### src/rtl/eth_pcs_64_66_encoder_pkg.sv
// Package eth_pcs_params: widths, sync headers, XGMII control symbols,
// 7-bit control codes, 64b/66b block type bytes, block class and TX state
// enums for the 64b/66b PCS transmit encoder.
// Ports: none (package only).

package eth_pcs_params;

  localparam int N_CHANNELS      = 4;
  localparam int W_BYTE          = 8;
  localparam int W_SYNC          = 2;
  localparam int W_DATA          = N_CHANNELS * W_BYTE;
  localparam int N_TRANS_PER_BLK = 2;
  localparam int N_LANES         = N_CHANNELS * N_TRANS_PER_BLK;
  localparam int W_BLK           = W_DATA * N_TRANS_PER_BLK;
  localparam int W_CODE          = 7;

  localparam logic [W_SYNC-1:0] SYNC_DATA = 2'b01;
  localparam logic [W_SYNC-1:0] SYNC_CTRL = 2'b10;

  localparam logic [W_BYTE-1:0] SYM_IDLE  = 8'h07;
  localparam logic [W_BYTE-1:0] SYM_START = 8'hFB;
  localparam logic [W_BYTE-1:0] SYM_TERM  = 8'hFD;

  localparam logic [W_CODE-1:0] CODE_IDLE = 7'h00;
  localparam logic [W_CODE-1:0] CODE_ERR  = 7'h1E;

  localparam logic [7:0] C_TYPE  = 8'h1E;
  localparam logic [7:0] S0_TYPE = 8'h78;
  localparam logic [7:0] S4_TYPE = 8'h33;
  localparam logic [7:0] T0_TYPE = 8'h87;
  localparam logic [7:0] T1_TYPE = 8'h99;
  localparam logic [7:0] T2_TYPE = 8'hAA;
  localparam logic [7:0] T3_TYPE = 8'hB4;
  localparam logic [7:0] T4_TYPE = 8'hCC;
  localparam logic [7:0] T5_TYPE = 8'hD2;
  localparam logic [7:0] T6_TYPE = 8'hE1;
  localparam logic [7:0] T7_TYPE = 8'hFF;

  // Error block payload: C type with every lane coded as an error.
  localparam logic [W_BLK-1:0] E_PAYLOAD = {{N_LANES{CODE_ERR}}, C_TYPE};

  typedef enum logic [2:0] {
    TX_INIT,
    TX_C,
    TX_D,
    TX_T,
    TX_E
  } tx_state_t;

  typedef enum logic [2:0] {
    BLK_C,
    BLK_S,
    BLK_D,
    BLK_T,
    BLK_E
  } blk_class_t;

  function automatic logic [W_CODE-1:0] ctrl_code(input logic [W_BYTE-1:0] sym);
    return (sym == SYM_IDLE) ? CODE_IDLE : CODE_ERR;
  endfunction

  // Control flags expected when the terminate sits in lane n:
  // lanes below n carry data, lanes n and above carry control.
  function automatic logic [N_LANES-1:0] term_mask(input int n);
    return {N_LANES{1'b1}} << n;
  endfunction

  function automatic logic [7:0] term_type(input logic [2:0] n);
    case (n)
      3'd0:    return T0_TYPE;
      3'd1:    return T1_TYPE;
      3'd2:    return T2_TYPE;
      3'd3:    return T3_TYPE;
      3'd4:    return T4_TYPE;
      3'd5:    return T5_TYPE;
      3'd6:    return T6_TYPE;
      default: return T7_TYPE;
    endcase
  endfunction

endpackage

### src/rtl/eth_pcs_64_66_encoder_blk_encode.sv
// eth_pcs_blk_encode: combinational 64b/66b block encoder.
// Ports:
//   data      in  64  eight XGMII lanes, lane 0 = bits [7:0]
//   ctrl      in  8   per-lane control flags, lane 0 = bit 0
//   hdr       out 2   sync header
//   payload   out 64  block payload, type byte in [7:0] for control blocks
//   blk_class out 3   block class (C/S/D/T/E) for the TX sequence checker

module eth_pcs_blk_encode
  import eth_pcs_params::*;
(
  input  logic [W_BLK-1:0]   data,
  input  logic [N_LANES-1:0] ctrl,
  output logic [W_SYNC-1:0]  hdr,
  output logic [W_BLK-1:0]   payload,
  output blk_class_t         blk_class
);

  logic [N_LANES-1:0][W_BYTE-1:0] lane;
  logic                           t_hit;
  logic [2:0]                     t_pos;

  assign lane = data;

  // Each lane position has a unique ctrl mask, so at most one n can match.
  always_comb begin
    t_hit = 1'b0;
    t_pos = '0;
    for (int n = 0; n < N_LANES; n++) begin
      if (ctrl == term_mask(n) && lane[n] == SYM_TERM) begin
        t_hit = 1'b1;
        t_pos = 3'(n);
      end
    end
  end

  always_comb begin
    hdr       = SYNC_CTRL;
    payload   = E_PAYLOAD;
    blk_class = BLK_E;
    if (ctrl == '0) begin
      hdr       = SYNC_DATA;
      payload   = data;
      blk_class = BLK_D;
    end else if (t_hit) begin
      // Data bytes pack up from bit 8; trailing control codes pack down
      // from bit 63, leaving any zero padding between them.
      blk_class    = BLK_T;
      payload      = '0;
      payload[7:0] = term_type(t_pos);
      for (int i = 0; i < N_LANES - 1; i++) begin
        if (i < int'(t_pos))
          payload[8 + W_BYTE*i +: W_BYTE] = lane[i];
      end
      for (int i = 1; i < N_LANES; i++) begin
        if (i > int'(t_pos))
          payload[W_BLK - W_CODE*(N_LANES - i) +: W_CODE] = ctrl_code(lane[i]);
      end
    end else if (ctrl == 8'h01 && lane[0] == SYM_START) begin
      blk_class = BLK_S;
      payload   = {data[W_BLK-1:8], S0_TYPE};
    end else if (ctrl == 8'h1F && lane[4] == SYM_START) begin
      blk_class    = BLK_S;
      payload      = '0;
      payload[7:0] = S4_TYPE;
      for (int i = 0; i < 4; i++)
        payload[8 + W_CODE*i +: W_CODE] = ctrl_code(lane[i]);
      payload[W_BLK-1:40] = data[W_BLK-1:40];
    end else if (ctrl == '1) begin
      blk_class    = BLK_C;
      payload[7:0] = C_TYPE;
      for (int i = 0; i < N_LANES; i++)
        payload[8 + W_CODE*i +: W_CODE] = ctrl_code(lane[i]);
    end
  end

endmodule

### src/rtl/eth_pcs_64_66_encoder.sv
// eth_pcs_64_66_encoder: 64b/66b PCS transmit encoder fed by a 32-bit XGMII
// interface at two transfers per block. Half 0 is captured, the full word
// is encoded on half 1 and registered, then the block is replayed as two
// 32-bit halves with the sync header flagged on half 0.
// Optional feature: define ETH_PCS_TX_SM_EN to enable the clause-49 TX
// sequence checker, which replaces illegal blocks with the E block.
// Ports:
//   i_clk         in  1   clock, rising edge
//   i_reset_n     in  1   asynchronous active-low reset
//   i_clk_en      in  1   gearbox enable, state advances only when high
//   i_xgmii_ctrl  in  4   per-lane control flags
//   i_xgmii_data  in  32  XGMII lanes, lane 0 = bits [7:0]
//   o_hdr_valid   out 1   high on the transfer carrying block half 0
//   o_hdr         out 2   sync header
//   o_data        out 32  payload half
//
// TX state | meaning (ETH_PCS_TX_SM_EN only)
// ---------+----------------------------------------------
// TX_INIT  | after reset, waiting for a control or start block
// TX_C     | inter-frame control
// TX_D     | inside a frame, data expected
// TX_T     | frame just terminated
// TX_E     | sequence error seen, blocks replaced by E

module eth_pcs_64_66_encoder
  import eth_pcs_params::*;
(
  input  logic                  i_clk,
  input  logic                  i_reset_n,
  input  logic                  i_clk_en,
  input  logic [N_CHANNELS-1:0] i_xgmii_ctrl,
  input  logic [W_DATA-1:0]     i_xgmii_data,
  output logic                  o_hdr_valid,
  output logic [W_SYNC-1:0]     o_hdr,
  output logic [W_DATA-1:0]     o_data
);

  logic                  cnt_q;
  logic [W_DATA-1:0]     lo_data_q;
  logic [N_CHANNELS-1:0] lo_ctrl_q;

  logic [W_SYNC-1:0]     enc_hdr;
  logic [W_BLK-1:0]      enc_payload;
  blk_class_t            enc_class;
  logic                  blk_replace;

  logic [W_SYNC-1:0]     blk_hdr_q;
  logic [W_BLK-1:0]      blk_payload_q;
  logic                  blk_valid_q;

  eth_pcs_blk_encode u_blk_encode (
    .data      ({i_xgmii_data, lo_data_q}),
    .ctrl      ({i_xgmii_ctrl, lo_ctrl_q}),
    .hdr       (enc_hdr),
    .payload   (enc_payload),
    .blk_class (enc_class)
  );

  always_ff @(posedge i_clk or negedge i_reset_n) begin
    if (!i_reset_n) begin
      cnt_q     <= 1'b0;
      lo_data_q <= '0;
      lo_ctrl_q <= '0;
    end else if (i_clk_en) begin
      cnt_q <= ~cnt_q;
      if (!cnt_q) begin
        lo_data_q <= i_xgmii_data;
        lo_ctrl_q <= i_xgmii_ctrl;
      end
    end
  end

`ifdef ETH_PCS_TX_SM_EN
  tx_state_t state_q;
  tx_state_t state_d;

  always_ff @(posedge i_clk or negedge i_reset_n) begin
    if (!i_reset_n)
      state_q <= TX_INIT;
    else if (i_clk_en && cnt_q)
      state_q <= state_d;
  end

  always_comb begin
    state_d = TX_E;
    case (state_q)
      TX_INIT, TX_C, TX_T: begin
        case (enc_class)
          BLK_C:   state_d = TX_C;
          BLK_S:   state_d = TX_D;
          default: state_d = TX_E;
        endcase
      end
      TX_D: begin
        case (enc_class)
          BLK_D:   state_d = TX_D;
          BLK_T:   state_d = TX_T;
          default: state_d = TX_E;
        endcase
      end
      TX_E: begin
        case (enc_class)
          BLK_C:   state_d = TX_C;
          BLK_D:   state_d = TX_D;
          BLK_T:   state_d = TX_T;
          BLK_S:   state_d = TX_D;
          default: state_d = TX_E;
        endcase
      end
      default: state_d = TX_E;
    endcase
  end

  assign blk_replace = (state_d == TX_E);
`else
  logic unused_enc_class;

  assign unused_enc_class = ^enc_class;
  assign blk_replace      = 1'b0;
`endif

  always_ff @(posedge i_clk or negedge i_reset_n) begin
    if (!i_reset_n) begin
      blk_hdr_q     <= SYNC_CTRL;
      blk_payload_q <= '0;
      blk_valid_q   <= 1'b0;
    end else if (i_clk_en && cnt_q) begin
      blk_valid_q <= 1'b1;
      if (blk_replace) begin
        blk_hdr_q     <= SYNC_CTRL;
        blk_payload_q <= E_PAYLOAD;
      end else begin
        blk_hdr_q     <= enc_hdr;
        blk_payload_q <= enc_payload;
      end
    end
  end

  // Outputs stay at their reset values until the first full block exists,
  // so a half captured before a reset never reaches the output.
  always_ff @(posedge i_clk or negedge i_reset_n) begin
    if (!i_reset_n) begin
      o_hdr_valid <= 1'b0;
      o_hdr       <= SYNC_CTRL;
      o_data      <= '0;
    end else if (i_clk_en && blk_valid_q) begin
      if (!cnt_q) begin
        o_hdr_valid <= 1'b1;
        o_hdr       <= blk_hdr_q;
        o_data      <= blk_payload_q[W_DATA-1:0];
      end else begin
        o_hdr_valid <= 1'b0;
        o_data      <= blk_payload_q[W_BLK-1:W_DATA];
      end
    end
  end

endmodule

### config.mk
export PLATFORM = sky130hd
export DESIGN_NAME = eth_pcs_64_66_encoder
export DESIGN_NICKNAME = d
export VERILOG_FILES = /design/src/rtl/eth_pcs_64_66_encoder_pkg.sv /design/src/rtl/eth_pcs_64_66_encoder_blk_encode.sv /design/src/rtl/eth_pcs_64_66_encoder.sv
export SDC_FILE = /design/constraint.sdc
export NUM_CORES = 1
export LEC_CHECK = 0
export CORE_UTILIZATION = 50
export DETAILED_ROUTE_END_ITERATION = 16
export HOLD_SLACK_MARGIN = 0.15
export PLACE_DENSITY_LB_ADDON = 0.08
export SLEW_MARGIN = 30
export SYNTH_ARGS = -nofsm -noshare
export SYNTH_HDL_FRONTEND = slang
export SYNTH_HIERARCHICAL = 1
export SYNTH_SLANG_ARGS = --single-unit
### constraint.sdc
create_clock -name i_clk -period 4.3 [get_ports i_clk]
set_input_delay 0.43 -clock i_clk [delete_from_list [all_inputs] [get_ports i_clk]]
set_output_delay 0.43 -clock i_clk [all_outputs]
set_load 0.02 [all_outputs]
## Word-level counts from Yosys, hierarchy flattened

Index checks and enable logic that the tools add are counted.

| storage, ports and cells | value |
|---|---|
| bits in registers | 139 |
| bits of input ports | 39 |
| logic and storage cells | 120 |
| output and inout port bits | 35 |

| operators by class | value |
|---|---|
| $lt $le $gt $ge | 14 |
| reductions and logical operators | 16 |
| bitwise gates (word level) | 1 |
| equal/unequal tests | 34 |
| multiplexer cells | 46 |

Operator list:

| operator | count |
|---|---|
| $mux W64 | 5 |
| $eq A8 B8 Y1 const B | 18 |
| $eq A8 B3 Y1 const B | 8 |
| $mux W8 | 7 |
| $mux W7 | 7 |
| $pmux W7 S7 | 1 |
| $mux W5 | 8 |
| $mux W32 | 1 |
| $gt A3 B3 Y1 const A | 4 |
| $logic_and A1 B1 Y1 | 12 |
| $mux W3 | 4 |
| $mux W1 | 10 |
| $eq A3 B3 Y1 const B | 3 |
| $lt A3 B3 Y1 const A | 3 |
| $eq A8 B1 Y1 const B | 1 |
| $eq A8 B5 Y1 const B | 1 |
| $logic_not A8 Y1 | 1 |
| $eq A3 B2 Y1 const B | 2 |
| $gt A2 B3 Y1 const A | 2 |
| $lt A1 B3 Y1 const A | 2 |
| $lt A2 B3 Y1 const A | 2 |
| $mux W2 | 3 |
| $reduce_and A2 Y1 | 2 |
| $eq A3 B1 Y1 const B | 1 |
| 3 further kinds | 3 |

## Logic depth before layout (Yosys ltp)

| depth | value |
|---|---|
| depth in word-level cells | 14 |
| mapped depth | 12 |
| mapped depth without buffers | 12 |

## Cells and area by module

Netlist, hierarchy kept.

By module, submodules not included:

| module | cells each | seq. area each (um^2) | times used | area each (um^2) |
|---|---|---|---|---|
| eth_pcs_64_66_encoder | 374 | 3,480.8 | 1 | 5,756.8 |
| eth_pcs_blk_encode | 292 | 0.0 | 1 | 1,869.3 |

## Worst setup path after synthesis

No wires, ideal clock.

| timing | value |
|---|---|
| path kind | input-to-reg |
| start point | input i_xgmii_data[7] |
| end point | register blk_payload_q[19] |
| stages | 11 |
| path buffers | 1 |
| arrival time | 2.898 ns |
| path slack | 1.277 ns |
| cell sequence | and4_1 -> and4_1 -> o21ai_1 -> nand2_1 -> buf_2 -> inv_1 -> ha_1 -> clkinv_1 -> and3_1 -> or3_1 -> mux2_2 |

| on the way | value |
|---|---|
| word-level cells in the longest chain between the ends | 11 |

Ends and longest elaborated chain:

| element | line | RTL |
|---|---|---|
| start: declaration | eth_pcs_64_66_encoder.sv:32 | `input logic [W_DATA-1:0] i_xgmii_data,` |
| $eq A8 B8 Y1 | eth_pcs_64_66_encoder_blk_encode.sv:30 | `if (ctrl == term_mask(n) && lane[n] == SYM_TERM) begin` |
| $logic_and A1 B1 Y1 | eth_pcs_64_66_encoder_blk_encode.sv:30 |  |
| $mux W3 (4 in series) | eth_pcs_64_66_encoder_blk_encode.sv:30 |  |
| $lt A1 B3 Y1 | eth_pcs_64_66_encoder_blk_encode.sv:52 | `if (i < int'(t_pos))` |
| $mux W8 | eth_pcs_64_66_encoder_blk_encode.sv:52 |  |
| $mux W7 | eth_pcs_64_66_encoder_blk_encode.sv:56 | `if (i > int'(t_pos))` |
| $mux W64 * | eth_pcs_64_66_encoder_blk_encode.sv:45 | `end else if (t_hit) begin` |
| $mux W64 * | eth_pcs_64_66_encoder_blk_encode.sv:41 | `if (ctrl == '0) begin` |
| net enc_payload[19] | eth_pcs_64_66_encoder.sv:43 | `logic [W_BLK-1:0] enc_payload;` |
| end signal: assignment | eth_pcs_64_66_encoder.sv:134 | `blk_payload_q <= enc_payload;` |
| end: declaration | eth_pcs_64_66_encoder.sv:48 | `logic [W_BLK-1:0] blk_payload_q;` |

Mark *: on every way through the listed nets, which the timed path passes. The rest lies on a longest branch.
A chain may end at the register's enable or synchronous reset.

## Worst setup path after layout

| timing | value |
|---|---|
| start point | input i_xgmii_ctrl[0] |
| end point | register blk_payload_q[16] |

| on the way | value |
|---|---|
| word-level cells in the longest chain between the ends | 14 |

Ends and longest elaborated chain:

| element | line | RTL |
|---|---|---|
| start: declaration | eth_pcs_64_66_encoder.sv:31 | `input logic [N_CHANNELS-1:0] i_xgmii_ctrl,` |
| $eq A8 B8 Y1 | eth_pcs_64_66_encoder_blk_encode.sv:30 |  |
| $logic_and A1 B1 Y1 | eth_pcs_64_66_encoder_blk_encode.sv:30 |  |
| $mux W1 | eth_pcs_64_66_encoder_blk_encode.sv:30 |  |
| $mux W2 (2 in series) | eth_pcs_64_66_encoder_blk_encode.sv:30 |  |
| $mux W3 (4 in series) | eth_pcs_64_66_encoder_blk_encode.sv:30 |  |
| $lt A1 B3 Y1 | eth_pcs_64_66_encoder_blk_encode.sv:52 |  |
| $mux W8 | eth_pcs_64_66_encoder_blk_encode.sv:52 |  |
| $mux W7 | eth_pcs_64_66_encoder_blk_encode.sv:56 |  |
| $mux W64 | eth_pcs_64_66_encoder_blk_encode.sv:45 |  |
| $mux W64 * | eth_pcs_64_66_encoder_blk_encode.sv:41 |  |
| net enc_payload[16] | eth_pcs_64_66_encoder.sv:43 |  |

Marked as above.

==> metrics.csv <==
stage,metric,value,unit
floorplan,FP Rows,44,
clocking,CTS root buffer,clkbuf_16,
setup_path,CP Capture Type,flop,
setup_path,Max Fanout on Critical Path,10,
floorplan,Core ar.,14700,um^2
setup_path,Critical Path AT,4010,ps
cells_and_area,share of cells above drive strength 1,0.2373,
timing,f_max,269.8,MHz
cells_and_area,"leading cell type in the layout, fill and taps excluded",dfrtp_1,
clocking,Sinks on Clock Net,139,
status,violated checks,design-rule violations,
place,Final HPWL DP,15920,um
cells_and_area,Final #Nets,780,
floorplan,Ports,74,
setup_path,CP Launch Point,i_xgmii_ctrl[0],
floorplan,die width,125.5,um
clocking,Post-CTS Hold Buffers,0,
route,Vias,5942,
timing,Final Hold Viols,0,
timing,Slew headroom,0.4414,
route,DRT Pass-1 Iters,11,
route,ANT nets after route,0,
setup_path,Critical Path RT,4600,ps
clocking,clock-pin slew on the worst setup and hold paths,60,ps
cells_and_area,area of the multi-input gates,3859,um^2
route,routed vias/inst,6.362,
route,drt first-iter violations,608,
clocking,CTS Buffer Depth,2,
timing,Worst Skew,10.50,ps
global_routing,Congestion Overflow GR,0,
clocking,H-tree level count,4,
yosys,Mapped Area,7621,um^2
power_and_ir_drop,Max VDD drop,0.3961,mV
timing,Final min period,3707,ps
power_and_ir_drop,Power per Cell Area,549.9,nW/um^2
route,DR WL/cell,23.47,um
flow_run,Max-Cap Viols,0,
clocking,CTS tree,built,
cells_and_area,diode count,0,
setup_path,worst r2r src,lo_data_q[17]$_DFFE_PN0P_,
setup_path,Worst R2R Setup Slack,740,ps
place,Final GP Congestion,0.9232,
yosys,cells after synthesis,665,
global_routing,initial antenna violation count,0,
route,post-route DRC violation count,5,
power_and_ir_drop,Leak,3.805,nW
clocking,Post-CTS Setup Repair Bufs,0,
yosys,yosys warns,6,
global_routing,vias in the first global route,5752,
setup_path,Setup CP Type,in2reg,
timing,setup_tns,0,ps
cells_and_area,FILL cells,1217,
yosys,syn_nets,708,
global_routing,first-pass GRT wire length,34160,um
cells_and_area,most frequent cells in the layout,"dfrtp_1, a21oi_1, clkdlybuf4s50_1, mux2_4, mux2_2",
global_routing,largest net degree at the start of global routing,104,
timing,Final period util,0.8621,
status,outcome,"finished, violations left",
cells_and_area,Area Growth Syn to Fin,19.54,%
floorplan,Die Y,125.5,um
cells_and_area,post-layout util,0.6198,
timing,Hold Slack,83.74,ps
global_routing,GRT Util Overall,0.2908,
route,Routed Wire Length,21920,um
clocking,PostCTS Resize Cnt,0,
place,port bufs,73,
timing,worst-margin pin slew,837.9,ps
clocking,later-pin clock latency in the skew report,420,ps
setup_path,crit start category,input port,
clocking,CTS Buf Count,17,
yosys,"Avg Cell Area, Syn",11.46,um^2
timing,RSZ-0062 raised after global routing,no,
floorplan,DIE AREA,15740,um^2
timing,final count of pins violating max slew,0,
floorplan,Initial Utilization,0.5185,
worst_hold_path,HP Class,in2async,
cells_and_area,Register Area,3482,um^2
timing,"Setup violations, final",0,
==> report_power, final <==
part / switching [mW] / total [mW] / internal, mW
Combinational: 0.711 / 1.50 / 0.789
Clock: 0.594 / 1.47 / 0.881
Sequential: 0.412 / 2.03 / 1.62
Total: 1.72 / 5.01 / 3.29
==> final timing paths <==
path,endpoint,cells past startpoint
min in group i_clk,blk_payload_q[28]$_DFFE_PN0P_,1
worst min-delay path,cnt_q$_DFFE_PN0P_,1
worst min register to register,blk_payload_q[28]$_DFFE_PN0P_,1
max in group asynchronous,o_data[13]$_DFFE_PN0P_,2
worst max-delay path,blk_payload_q[16]$_DFFE_PN0P_,12
worst max register to register,blk_payload_q[16]$_DFFE_PN0P_,11
==> flip-flops by register name, summed over array words and instances (netlist names) <==
register	count
o_hdr_valid	1
blk_hdr_q	2
lo_ctrl_q	4
cnt_q	1
blk_valid_q	1
lo_data_q	32
blk_payload_q	64
o_hdr	2
o_data	32
==> critical path: stages <==
cell and delay, ps:
clkdlybuf4s50_1 560, nor4_2 600, and2_1 240, o21ai_0 240, nand2_1 310, inv_1 160, ha_1 340, clkinv_1 220
a21oi_1 60, and3_1 220, or3_1 360, mux2_2 270
==> per-layer routing <==
| metal | wire length [um] | vias to the layer above | GRT usage | part of all wire |
|---|---|---|---|---|
| li1 | - | 2666 | - | - |
| met4 | 484 | 0 | 0.09541 | 0.022 |
| met5 | 0 | - | 0 | 0 |
| met3 | 1407 | 37 | 0.05648 | 0.064 |
| met2 | 9830 | 255 | 0.4363 | 0.45 |
| met1 | 10200 | 2984 | 0.4219 | 0.47 |
==> final cells by class <==
| class | count | share of cell area |
|---|---|---|
| sequential | 139 | 0.3822 |
| clock buffer | 18 | 0.04821 |
| inverter | 7 | 0.002884 |
| multi-input combinational | 475 | 0.4236 |
| tap | 184 | 0.02527 |
| clock inverter | 14 | 0.01744 |
| timing repair buffer | 97 | 0.1004 |
==> through the flow <==
| step | worst slack (ps) | cells | area [um^2] | power (mW) |
|---|---|---|---|---|
| global route | 414.6 | 934 | 9110 | 5.219 |
| global placement | 313.0 | 902 | 8501 | 3.515 |
| CTS | 687.5 | 934 | 9099 | 5.029 |
| floorplan | 1277 | 665 | 7621 | 2.926 |
| detailed placement | 253.9 | 902 | 8501 | 3.539 |
| finish | 592.9 | 934 | 9110 | 5.010 |
No activity file was read; power rests on OpenSTA's default activity.
